## config.mk

```make
export PLATFORM = sky130hd
export DESIGN_NAME = apb_master_flat
export DESIGN_NICKNAME = d
export VERILOG_FILES = /design/src/rtl/apb_pkg.sv /design/src/rtl/apb_master_if.sv /design/src/rtl/apb_master.sv /design/src/flat_wrapper.sv
export SDC_FILE = /design/constraint.sdc
export NUM_CORES = 1
export LEC_CHECK = 0
export ABC_AREA = 1
export CORE_MARGIN = 2
export CORE_UTILIZATION = 40
export DETAILED_ROUTE_END_ITERATION = 16
export GPL_TIMING_DRIVEN = 0
export PLACE_DENSITY_LB_ADDON = 0.08
export SLEW_MARGIN = 25
export SYNTH_ARGS = -nofsm -noshare
export SYNTH_HDL_FRONTEND = slang
export SYNTH_SLANG_ARGS = --single-unit
```

## constraint.sdc

```tcl
create_clock -name clk -period 1.6 [get_ports clk]
set_input_delay 0.4 -clock clk [delete_from_list [all_inputs] [get_ports clk]]
set_output_delay 0.4 -clock clk [all_outputs]
set_load 0.03 [all_outputs]
```

## src/rtl/apb_pkg.sv

```systemverilog
// apb_pkg: shared types and constants for the APB initiator.
//   state_t     - FSM states (IDLE, SETUP, ACCESS)
//   SEL_*       - psel encodings for the peripheral slaves
//   APB_DW/AW   - APB data and address widths
//   legal_sel() - true for a one-hot slave select that maps to a real slave
package apb_pkg;

   localparam int unsigned APB_DW = 32;
   localparam int unsigned APB_AW = 32;

   localparam logic [1:0] SEL_NONE = 2'b00;
   localparam logic [1:0] SEL_GPIO = 2'b01;
   localparam logic [1:0] SEL_UART = 2'b10;

   typedef enum logic [1:0] {
      IDLE   = 2'd0,
      SETUP  = 2'd1,
      ACCESS = 2'd2
   } state_t;

   // Only GPIO and UART exist; 00 and 11 select nothing.
   function automatic logic legal_sel(input logic [1:0] sel);
      return (sel == SEL_GPIO) || (sel == SEL_UART);
   endfunction

endpackage

```

## src/rtl/apb_master_if.sv

```systemverilog
// apb_master_if: host command/response channel plus APB bus of the initiator.
//   cmd_*  - host command (valid/ready handshake, write, slave, addr, wdata)
//   rsp_*  - one-cycle response strobe with read data and error flag
//   pAdd, pwData, pwr, psel, pen - APB outputs of the initiator
//   prdata, pready               - APB return path from the selected slave
// Modports: master = the initiator, slave = the host/bus environment.
interface apb_master_if;
   import apb_pkg::*;

   logic              cmd_valid;
   logic              cmd_ready;
   logic              cmd_write;
   logic [1:0]        cmd_slave;
   logic [APB_AW-1:0] cmd_addr;
   logic [APB_DW-1:0] cmd_wdata;

   logic              rsp_valid;
   logic [APB_DW-1:0] rsp_rdata;
   logic              rsp_err;

   logic [APB_AW-1:0] pAdd;
   logic [APB_DW-1:0] pwData;
   logic              pwr;
   logic [1:0]        psel;
   logic              pen;
   logic [APB_DW-1:0] prdata;
   logic              pready;

   modport master (
      input  cmd_valid, cmd_write, cmd_slave, cmd_addr, cmd_wdata, prdata, pready,
      output cmd_ready, rsp_valid, rsp_rdata, rsp_err, pAdd, pwData, pwr, psel, pen
   );

   modport slave (
      output cmd_valid, cmd_write, cmd_slave, cmd_addr, cmd_wdata, prdata, pready,
      input  cmd_ready, rsp_valid, rsp_rdata, rsp_err, pAdd, pwData, pwr, psel, pen
   );

endinterface

```

## src/rtl/apb_master.sv

```systemverilog
// apb_master: APB initiator driving GPIO/UART slaves from a host command port.
// Runs SETUP then ACCESS (held until pready) and returns a one-cycle response.
// Ports:
//   clk   - system clock, rising edge
//   rst_n - synchronous active-low reset
//   bus   - apb_master_if.master (host command/response + APB signals)
// Parameter:
//   TIMEOUT_CYCLES - ACCESS cycles without pready before abort (1..256)
// Optional feature macro: APB_TIMEOUT_EN enables the ACCESS-phase timeout.
module apb_master
   import apb_pkg::*;
#(
   parameter int unsigned TIMEOUT_CYCLES = 16
) (
   input  logic         clk,
   input  logic         rst_n,
   apb_master_if.master bus
);

   // The wait counter is 8 bits wide, so the limit must be 1..256.
   if (TIMEOUT_CYCLES == 0 || TIMEOUT_CYCLES > 256) begin : g_bad_timeout_cycles
      $error("apb_master: TIMEOUT_CYCLES must be in 1..256");
   end

   state_t state;

`ifdef APB_TIMEOUT_EN
   // Count of ACCESS cycles already spent waiting; abort when the current
   // cycle would be the TIMEOUT_CYCLES-th one without pready.
   localparam logic [7:0] WAIT_LIMIT = 8'(TIMEOUT_CYCLES - 1);
   logic [7:0] wait_cnt;
`endif

   // FSM with all bus and response outputs registered.
   always_ff @(posedge clk) begin
      if (!rst_n) begin
         state         <= IDLE;
         bus.cmd_ready <= 1'b1;
         bus.psel      <= SEL_NONE;
         bus.pen       <= 1'b0;
         bus.pwr       <= 1'b0;
         bus.pAdd      <= '0;
         bus.pwData    <= '0;
         bus.rsp_valid <= 1'b0;
         bus.rsp_rdata <= '0;
         bus.rsp_err   <= 1'b0;
`ifdef APB_TIMEOUT_EN
         wait_cnt      <= '0;
`endif
      end else begin
         bus.rsp_valid <= 1'b0;
         case (state)
            IDLE: begin
               if (bus.cmd_valid) begin
                  if (legal_sel(bus.cmd_slave)) begin
                     bus.pAdd      <= bus.cmd_addr;
                     bus.pwData    <= bus.cmd_wdata;
                     bus.pwr       <= bus.cmd_write;
                     bus.psel      <= bus.cmd_slave;
                     bus.pen       <= 1'b0;
                     bus.cmd_ready <= 1'b0;
                     state         <= SETUP;
                  end else begin
                     // Consume the command without touching the bus.
                     bus.rsp_valid <= 1'b1;
                     bus.rsp_err   <= 1'b1;
                     bus.rsp_rdata <= '0;
                  end
               end
            end
            SETUP: begin
               bus.pen <= 1'b1;
               state   <= ACCESS;
`ifdef APB_TIMEOUT_EN
               wait_cnt <= '0;
`endif
            end
            ACCESS: begin
               if (bus.pready) begin
                  bus.psel      <= SEL_NONE;
                  bus.pen       <= 1'b0;
                  bus.cmd_ready <= 1'b1;
                  bus.rsp_valid <= 1'b1;
                  bus.rsp_err   <= 1'b0;
                  bus.rsp_rdata <= bus.pwr ? '0 : bus.prdata;
                  state         <= IDLE;
               end
`ifdef APB_TIMEOUT_EN
               else if (wait_cnt == WAIT_LIMIT) begin
                  bus.psel      <= SEL_NONE;
                  bus.pen       <= 1'b0;
                  bus.cmd_ready <= 1'b1;
                  bus.rsp_valid <= 1'b1;
                  bus.rsp_err   <= 1'b1;
                  bus.rsp_rdata <= '0;
                  state         <= IDLE;
               end else begin
                  wait_cnt <= wait_cnt + 8'd1;
               end
`endif
            end
            default: begin
               bus.psel      <= SEL_NONE;
               bus.pen       <= 1'b0;
               bus.cmd_ready <= 1'b1;
               state         <= IDLE;
            end
         endcase
      end
   end

endmodule

```

## src/flat_wrapper.sv

```systemverilog
// flat-port wrapper written by rule: the top's interface ports become plain ports
module apb_master_flat import apb_pkg::*;
#(
   parameter int unsigned TIMEOUT_CYCLES = 16
)
  (clk, rst_n, bus_cmd_valid, bus_cmd_write, bus_cmd_slave, bus_cmd_addr, bus_cmd_wdata, bus_prdata, bus_pready, bus_cmd_ready, bus_rsp_valid, bus_rsp_rdata, bus_rsp_err, bus_pAdd, bus_pwData, bus_pwr, bus_psel, bus_pen);
  apb_master_if bus_i ();
  input  logic clk;
  input  logic rst_n;
  input wire logic [$bits(bus_i.cmd_valid)-1:0] bus_cmd_valid;
  input wire logic [$bits(bus_i.cmd_write)-1:0] bus_cmd_write;
  input wire logic [$bits(bus_i.cmd_slave)-1:0] bus_cmd_slave;
  input wire logic [$bits(bus_i.cmd_addr)-1:0] bus_cmd_addr;
  input wire logic [$bits(bus_i.cmd_wdata)-1:0] bus_cmd_wdata;
  input wire logic [$bits(bus_i.prdata)-1:0] bus_prdata;
  input wire logic [$bits(bus_i.pready)-1:0] bus_pready;
  output wire logic [$bits(bus_i.cmd_ready)-1:0] bus_cmd_ready;
  output wire logic [$bits(bus_i.rsp_valid)-1:0] bus_rsp_valid;
  output wire logic [$bits(bus_i.rsp_rdata)-1:0] bus_rsp_rdata;
  output wire logic [$bits(bus_i.rsp_err)-1:0] bus_rsp_err;
  output wire logic [$bits(bus_i.pAdd)-1:0] bus_pAdd;
  output wire logic [$bits(bus_i.pwData)-1:0] bus_pwData;
  output wire logic [$bits(bus_i.pwr)-1:0] bus_pwr;
  output wire logic [$bits(bus_i.psel)-1:0] bus_psel;
  output wire logic [$bits(bus_i.pen)-1:0] bus_pen;
  assign bus_i.cmd_valid = bus_cmd_valid;
  assign bus_i.cmd_write = bus_cmd_write;
  assign bus_i.cmd_slave = bus_cmd_slave;
  assign bus_i.cmd_addr = bus_cmd_addr;
  assign bus_i.cmd_wdata = bus_cmd_wdata;
  assign bus_i.prdata = bus_prdata;
  assign bus_i.pready = bus_pready;
  assign bus_cmd_ready = bus_i.cmd_ready;
  assign bus_rsp_valid = bus_i.rsp_valid;
  assign bus_rsp_rdata = bus_i.rsp_rdata;
  assign bus_rsp_err = bus_i.rsp_err;
  assign bus_pAdd = bus_i.pAdd;
  assign bus_pwData = bus_i.pwData;
  assign bus_pwr = bus_i.pwr;
  assign bus_psel = bus_i.psel;
  assign bus_pen = bus_i.pen;
  apb_master #(.TIMEOUT_CYCLES(TIMEOUT_CYCLES)) u_core (.clk(clk), .rst_n(rst_n), .bus(bus_i));
endmodule
```

# Word-level counts from Yosys, hierarchy flattened
# Index checks and enable logic that the tools add are counted.
totals:
  out_inout_bits: 103
  word_cells: 51
  register_bits: 105
op_classes:
  n_eq_ne: 8
  bitwise: 1
  reduce_logical: 7
  n_mux: 25
op_table:
  columns: ["cell", "count"]
  rows:
  - ["two-way mux 32 bit", 4]
  - ["one-hot mux 32 bit (2 select lines)", 1]
  - ["one-hot mux 2 bit (3 select lines)", 2]
  - ["two-way mux 2 bit", 5]
  - ["two-way mux 1 bit", 9]
  - ["AND reduction 4 bit", 2]
  - ["!= test 2 bit, second input constant", 3]
  - ["one-hot mux 1 bit (3 select lines)", 2]
  - ["AND reduction 3 bit", 2]
  - ["== test 2 x 1 -> 1 bit, second input constant", 2]
  - ["== test 2 bit, second input constant", 2]
  - ["one-hot mux 1 bit (2 select lines)", 2]
  - ["logical NOT 2 bit", 1]
  - ["!= test 2 x 1 -> 1 bit, second input constant", 1]
  - ["nonzero test 2 bit", 1]
  - ["logical OR 1 bit", 1]
  - ["inverter 1 bit", 1]

# Longest topological paths before layout
# Gate-level depths: netlist of the first run.
logic_depth:
  word_depth: 5
  ltp_mapped: 9
  mapped_depth_nobuf: 8

# Least setup slack after synthesis of the first run
# No wires, ideal clock.
synth_timing:
  path_type: "reg-to-reg"
  start: "reg u_core.state[1]"
  end: "reg u_core.bus.rsp_rdata[19]"
  setup_ns: 0.117
  path_buffers: 1
  slack_ns: 0.182
  t_arrival_ns: 1.301
  t_required_ns: 1.483
  stages_incl_launch_ff: 7
  cell_sequence: "dfxtp_1 nand2_2 nor2_2 inv_2 buf_2 a21boi_0 nor2_1"
synth_between:
  elab_chain_cells: 3
  elab_cells_between_ends: 8
  classes_between: "eq/ne: 4; mux: 1; reduce/logical: 3"
synth_rtl:
  columns: ["element", "line", "source"]
  rows:
  - ["start, declared", "apb_master.sv:25", "state_t state;"]
  - ["start signal, assigned", "apb_master.sv:37", "state <= IDLE;"]
  - ["start signal, assigned", "apb_master.sv:62", "state <= SETUP;"]
  - ["start signal, assigned", "apb_master.sv:73", "state <= ACCESS;"]
  - ["== test 2 bit / logical NOT 2 bit (equally long branches)", "apb_master.sv:52", "case (state)"]
  - ["!= test 2 bit (no source line) / nonzero test 2 bit (equally long branches)", null, null]
  - ["AND reduction 4 bit (no source line)", null, null]
  - ["end signal, assigned", "apb_master.sv:85", "bus.rsp_rdata <= bus.pwr ? '0 : bus.prdata;"]
  - ["end, declared", "apb_master_if.sv:31", "output cmd_ready, rsp_valid, rsp_rdata, rsp_err, pAdd, pwData, pwr, psel, pen"]
# Parallel ways exist; a longest one is shown, timed or not.
# A chain may end at the register's enable or synchronous reset.

# Worst setup path in the final report of the first run
layout_timing:
  start: "reg u_core.bus.pwData[30]"
  end: "out bus_pwData[30]"
layout_rtl:
  columns: ["element", "line", "source"]
  rows:
  - ["start, declared", "apb_master_if.sv:31", null]
  - ["start signal, assigned", "apb_master.sv:57", "bus.pwData <= bus.cmd_wdata;"]
  - ["end, declared", "flat_wrapper.sv:22", "output wire logic [$bits(bus_i.pwData)-1:0] bus_pwData;"]
# No word-level cell between the ends.

==> flow_metrics.env, run 1 <==
export IMPL_status="completed"
export IMPL_synth_top_area_cell="dfxtp_1"
export IMPL_tightest_slew_ns=0.548
export IMPL_worst_r2r_cell_count=6
export IMPL_p_sw_mw=1.98
export IMPL_cts_made_buffers=9
export IMPL_met1_length_um=4790
export IMPL_antenna_found_initial=0
export IMPL_finalSetupViolCount=0
export IMPL_crit_chain="dlygate4sd2_1"
export IMPL_syn_instance_count=545
export IMPL_grt_pass1_wl_um=19000
export IMPL_syn_cell_area_um2=4150
export IMPL_cts_sinks=104
export IMPL_port_buffers=204
export IMPL_seq_area_frac_synth=0.501
export IMPL_drt_first_pass_iters=5
export IMPL_rsz0062_at_grt="true"
export IMPL_dp_hpwl_um=9040
export IMPL_min_to="u_core.bus.rsp_rdata[1]"
export IMPL_fmax_ghz=0.652
export IMPL_ant_nets=0
export IMPL_floorplan_core_area_um2=10200
export IMPL_finalNetCount=863
export IMPL_postCtsSetupRepairBufs=0
export IMPL_wl_per_cell_um=13.0
export IMPL_critPathLaunchType="register"
export IMPL_final_setup_tns_ns=0
export IMPL_hold_class="input pin to register"
export IMPL_critical_path_max_fanout=2
export IMPL_syn_area_per_cell_um2=7.62
export IMPL_highest_layer="met4"
export IMPL_timing_rr_end="u_core.bus.pAdd[15]"
export IMPL_ir_worst_vdd_uv=596
export IMPL_tritoncts="yes"
export IMPL_crit_required_ns=1.20
export IMPL_routed_wl_um=11700
export IMPL_drt_iter0_markers=160
export IMPL_ys_flop_type="dfxtp_1"
export IMPL_rr_startpoint="u_core.state[1]"
export IMPL_cap_violations=0
export IMPL_cts_max_level=3
export IMPL_min_path_cells=3
export IMPL_r2r_setup_slack_ns=0.19
export IMPL_worst_slew_margin_rel=0.634
export IMPL_hold_viol_final=0
export IMPL_clkTransAtPathRegs_ns=0.10
export IMPL_synth_top_area_frac=0.501
export IMPL_internal_power_mw=4.08
export IMPL_die_h_um=106
export IMPL_die_area_um2=11200
export IMPL_p_clk_frac=0.250
export IMPL_pwr_share_seq=0.480
export IMPL_ys_ff_latch=104
export IMPL_cp_arrival_ns=1.13
export IMPL_slew_violations=0
export IMPL_synth_async_reset_ratio=0
export IMPL_drc_errors=0
export IMPL_vias_per_cell=4.62
export IMPL_yosysUniqueCellTypes=22
export IMPL_met2_length_um=5780
export IMPL_power_leakage_nw=3.07
export IMPL_gr_total_overflow=0
export IMPL_synth_most_common_cell="nor2_1"
export IMPL_syn_nets=648
export IMPL_post_route_min_period_ns=1.53
export IMPL_crit_start="u_core.bus.pwData[30]"
export IMPL_fp_row_count=37
export IMPL_min_from="rst_n"
export IMPL_p_comb_frac=0.270
export IMPL_syn_to_final_growth_pct=54.9
export IMPL_drive_gt1_frac=0.0706
export IMPL_fin_skew_ns=0.00734
export IMPL_nFillCells=950
export IMPL_wl_met3_um=953
export IMPL_ys_top_cells_by_count="nor2_1, dfxtp_1, nand2_1"
export IMPL_slowest_stage="dlygate4sd2_1"
export IMPL_synthTopCellsByArea="dfxtp_1, nor2_1, nand2_1, nand3b_1, o21ai_0"
export IMPL_cpLargestDelayFamily="buffers and inverters"
export IMPL_cts_hold_buffers_added=0
export IMPL_period_share=0.958
export IMPL_critPathKind="register to output pin"
export IMPL_power_mw=6.06
export IMPL_vias=4164
export IMPL_grt_start_max_net_pins=19
export IMPL_synth_enable_flop_cells=0
export IMPL_power_density_nw_per_um2=941
export IMPL_num_io_pins=206
export IMPL_p_sw_frac=0.327
export IMPL_start_util=0.408
export IMPL_grt_pass1_vias=4048
export IMPL_fp_dieW_um=106
export IMPL_grt_usage=0.211
export IMPL_cts_root_buf="clkbuf_8"
export IMPL_clockBufferDepth=2
export IMPL_crit_buf_inv=1
export IMPL_ys_warn_count=0
export IMPL_cpPeakStageDelay_ns=0.42
export IMPL_num_antenna_cells=0
export IMPL_globalplace_congestion=0.778
export IMPL_endpoint_kind="output pin"
export IMPL_clock_latency_ns=0.36
## state kept, by name, summed over array words and instances, names as in the netlist
| name | cells |
|---|---|
| u_core.bus.rsp_valid | 1 |
| u_core.bus.pwr | 1 |
| u_core.bus.pAdd | 32 |
| u_core.bus.rsp_err | 1 |
| u_core.bus.rsp_rdata | 32 |
| u_core.bus.pwData | 32 |
| u_core.bus.cmd_ready | 1 |
| u_core.bus.psel | 2 |
| u_core.state | 2 |
## cell type report
type                       count  area (um^2)  share of cell area
clock inverter                 6         50.0             0.00778
tap                          136          170              0.0264
clock buffer                  10          128              0.0198
multi-input combinational    387         1780               0.277
inverter                      15         56.3             0.00875
buffer                        39          246              0.0383
sequential                   104         2080               0.324
timing repair buffer         204         1920               0.299
## power by group through the flow
stage,clock [mW],combinational (mW),sequential [mW]
4_1_cts,1.57,1.65,2.91
2_1_floorplan,0,0.546,3.40
6_report,1.51,1.64,2.91
3_5_place_dp,0,1.79,2.98
3_3_place_gp,0,1.76,2.96
5_1_grt,1.67,1.78,2.94
## metrics by stage
stage / cells / hold WS, ns / setup slack [ns] / instance area, um^2 / utilization
3_3_place_gp: 885 / 0.439 / -0.312 / 6370 / 0.625
5_1_grt: 901 / 0.423 / -0.0301 / 6440 / 0.632
4_1_cts: 901 / 0.411 / 0.0277 / 6420 / 0.630
6_report: 901 / 0.426 / 0.0666 / 6440 / 0.632
2_1_floorplan: 545 / 0.510 / 0.182 / 4150 / -
3_5_place_dp: 885 / 0.441 / -0.357 / 6370 / 0.625
## cells in the final DEF (no fill, tap or decap), types with 2 or more instances in the layout
master / n
inv_1: 12
buf_6: 8
buf_1: 2
o21ai_0: 35
clkdlybuf4s50_1: 101
a21oi_1: 2
buf_4: 7
clkbuf_1: 12
clkbuf_8: 9
dfxtp_1: 103
buf_2: 11
o21ai_1: 31
nor2_4: 2
dlygate4sd2_1: 98
nor2_2: 2
a21boi_1: 18
nand2_1: 91
a21boi_0: 8
clkdlybuf4s15_2: 2
nor2_1: 168
nand3b_1: 26
inv_2: 3
inv_6: 2
clkdlybuf4s15_1: 3
## worst max-delay path by stage
stage	to	slack, ns	cells past startpoint
floorplan	u_core.bus.rsp_rdata[19]	0.18	6
global placement	u_core.bus.rsp_rdata[31]	-0.31	7
detailed placement	u_core.bus.rsp_rdata[23]	-0.36	9
CTS	bus_psel[1]	0.03	1
global route	u_core.bus.rsp_rdata[26]	-0.03	9
finish	bus_pwData[30]	0.07	1
## logic make-up after synthesis
family	count (synthesis)	synth area share
simple gates	293	0.298
flops	104	0.501
compound gates	94	0.129
buf+inv	54	0.0720
## timing repair
item	4_1_cts	5_1_grt
gates cloned	0	0
gates resized for setup	108	6
endpoints found under the setup margin	103	37
hold endpoints to repair	0	0
## layer usage
| metal | vias to the layer above | track usage |
|---|---|---|
| met3 | 19 | 0.0736 |
| li1 | 2160 | - |
| met2 | 135 | 0.378 |
| met4 | 0 | 0.0648 |
| met5 | - | 0 |
| met1 | 1850 | 0.235 |
(Power assumes the default switching activity.)
==> inputs of run 2 (changes only) <==
--- a/config.mk
+++ b/config.mk
@@ -8,6 +8,7 @@
 export ABC_AREA = 1
 export CORE_MARGIN = 2
 export CORE_UTILIZATION = 40
+export CTS_CLUSTER_SIZE = 14
 export DETAILED_ROUTE_END_ITERATION = 16
 export GPL_TIMING_DRIVEN = 0
 export PLACE_DENSITY_LB_ADDON = 0.08
==> results of run 2 <==
Same layout as run 1: the final DEF is identical, and so are final timing and power.
==> inputs of run 3 (changes only) <==
--- a/config.mk
+++ b/config.mk
@@ -10,7 +10,6 @@
 export CORE_UTILIZATION = 40
 export CTS_CLUSTER_SIZE = 14
 export DETAILED_ROUTE_END_ITERATION = 16
-export GPL_TIMING_DRIVEN = 0
 export PLACE_DENSITY_LB_ADDON = 0.08
 export SLEW_MARGIN = 25
 export SYNTH_ARGS = -nofsm -noshare
==> run 3 against run 2 <==
Effect of this change: global-route usage is 0.48 points lower; combinational power barely moved; clock skew rose by 0.0035 ns; setup slack got worse by 0.0064 ns; register-to-register slack got worse by 0.04 ns; via count fell by 0.96%; first-iteration DRC count increased by 20%; critical endpoint is now bus_pAdd[1]; wire length down 1.9%; clock power hardly changed.
==> flow_metrics.env, run 3 (synthesis results as in run 1) <==
export IMPL_status="completed"
export IMPL_crit_chain="dlygate4sd2_1"
export IMPL_pre_cts_ws_ns=-0.293
export IMPL_met1_usage=0.251
export IMPL_grt_util_met3=0.0521
export IMPL_gr_total_overflow=0
export IMPL_use_met2=0.356
export IMPL_antenna_found_initial=0
export IMPL_finalInstanceArea_um2=6420
export IMPL_power_leakage_nw=3.08
export IMPL_syn_to_final_growth_pct=54.6
export IMPL_cts_made_buffers=9
export IMPL_drive_gt1_frac=0.0668
export IMPL_place_area_um2=6370
export IMPL_grt_usage=0.206
export IMPL_cts_max_level=3
export IMPL_drt_first_pass_iters=4
export IMPL_fmax_ghz=0.649
export IMPL_vias=4124
export IMPL_grt_start_max_net_pins=42
export IMPL_cts_sinks=104
export IMPL_critPathCapture="bus_pAdd[1]"
export IMPL_final_setup_worst_slack_ns=0.0602
export IMPL_period_share=0.962
export IMPL_die_h_um=106
export IMPL_rr_startpoint="u_core.state[1]"
export IMPL_finalNetCount=846
export IMPL_nFillCells=972
export IMPL_floorplan_core_area_um2=10200
export IMPL_crit_start="u_core.bus.pAdd[1]"
export IMPL_finalSetupViolCount=0
export IMPL_cp_arrival_ns=1.14
export IMPL_whs_ns=0.409
export IMPL_clkTransAtPathRegs_ns=0.10
export IMPL_cpLargestDelayFamily="buffers and inverters"
export IMPL_crit_required_ns=1.20
export IMPL_power_density_nw_per_um2=939
export IMPL_min_from="rst_n"
export IMPL_endpoint_kind="output pin"
export IMPL_ant_nets=0
export IMPL_critical_path_max_fanout=2
export IMPL_r2r_setup_slack_ns=0.15
export IMPL_worst_r2r_cell_count=6
export IMPL_hold_viol_final=0
export IMPL_cts_root_buf="clkbuf_8"
export IMPL_worst_slew_margin_rel=0.768
export IMPL_num_io_pins=206
export IMPL_placed_cells=868
export IMPL_start_util=0.408
export IMPL_routed_wl_um=11500
export IMPL_tightest_slew_ns=0.349
export IMPL_die_area_um2=11200
export IMPL_busiest_layer="met2"
export IMPL_critPathKind="register to output pin"
export IMPL_grt_pass1_vias=3942
export IMPL_vias_per_cell=4.67
export IMPL_cpPeakStageDelay_ns=0.43
export IMPL_seq_area_um2=2080
export IMPL_clock_latency_ns=0.36
export IMPL_wl_per_cell_um=13.0
export IMPL_fp_row_count=37
export IMPL_rsz0062_at_grt="true"
export IMPL_multiInputGateArea_um2=1780
export IMPL_final_setup_tns_ns=0
export IMPL_hold_class="input pin to register"
export IMPL_tritoncts="yes"
export IMPL_clockBufferDepth=2
export IMPL_ir_worst_vdd_uv=536
export IMPL_post_route_min_period_ns=1.54
export IMPL_drt_iter0_markers=192
export IMPL_critPathLaunchType="register"
export IMPL_num_antenna_cells=0
export IMPL_crit_buf_inv=1
export IMPL_slowest_stage="dlygate4sd2_1"
export IMPL_dp_hpwl_um=8460
export IMPL_cap_violations=0
export IMPL_final_common_cell="nor2_1"
export IMPL_fp_dieW_um=106
export IMPL_grt_pass1_wl_um=18900
export IMPL_slew_violations=0
export IMPL_timing_rr_end="u_core.bus.pAdd[22]"
export IMPL_largestRegisters="u_core.bus.pAdd (32), u_core.bus.pwData (32), u_core.bus.rsp_rdata (32)"
export IMPL_cp_depth=1
export IMPL_instances_no_fill=884
export IMPL_fin_skew_ns=0.0109
export IMPL_drc_errors=0
export IMPL_port_buffers=205
export IMPL_globalplace_congestion=0.767
export IMPL_layout_common_cells="nor2_1, dfxtp_1, dlygate4sd2_1"
[run 3: cell count changes in the layout (fill, tap and decap cells not counted), moves of 2 or more]
| cell | delta |
|---|---|
| clkdlybuf4s15_2 | -2 |
| buf_6 | -8 |
| buf_4 | +8 |
| clkdlybuf4s15_1 | -3 |
| buf_12 | +7 |
| clkbuf_1 | -12 |
| buf_2 | -10 |
| buf_1 | -2 |
| dlygate4sd2_1 | +4 |
[run 3: layout make-up]
type,instances,area share
flip-flops and latches,104,0.324
well taps,136,0.0265
repair buffers,226,0.337
inverters,15,0.00877
clock inverters,7,0.00818
clock buffers,9,0.0193
multi-input cells,387,0.276
[run 3: worst min path at each step]
stage | slack (ns) | end | cells after the start
after floorplan | 0.51 | u_core.bus.psel[1] | 2
after global placement | 0.44 | u_core.bus.cmd_ready | 2
after detailed placement | 0.45 | u_core.bus.cmd_ready | 2
after CTS | 0.39 | u_core.state[1] | 3
after global routing | 0.42 | u_core.state[1] | 3
final | 0.41 | u_core.state[1] | 3
[run 3: timing repair]
action,4_1_cts,5_1_grt
setup buffers,0,0
pin swaps,0,0
setup endpoints to repair,102,7
hold endpoints to repair,0,0
gates resized for setup,102,1
hold buffers,0,0
[run 3: per-stage QoR]
stage | power, mW | utilization
2_1_floorplan | 3.94 | -
3_3_place_gp | 4.73 | 0.626
3_5_place_dp | 4.77 | 0.626
4_1_cts | 6.10 | 0.630
5_1_grt | 6.36 | 0.631
6_report | 6.03 | 0.631
[run 3: tightest hold or removal path, delay by kind of cell]
kind            cells  cell delay [ns]
compound gates      1             0.06
buf+inv             2             0.26
[run 3: where the power goes]
part	internal [mW]	total (mW)	switching, mW
registers	2.81	2.91	0.104
logic	0.683	1.63	0.949
clock network	0.581	1.49	0.909
total	4.07	6.03	1.96
[run 3: routing by layer]
metal	vias up	share of wire
met1	1864	0.43
met5	-	0
met4	0	0.020
met2	126	0.49
li1	2118	-
met3	16	0.063
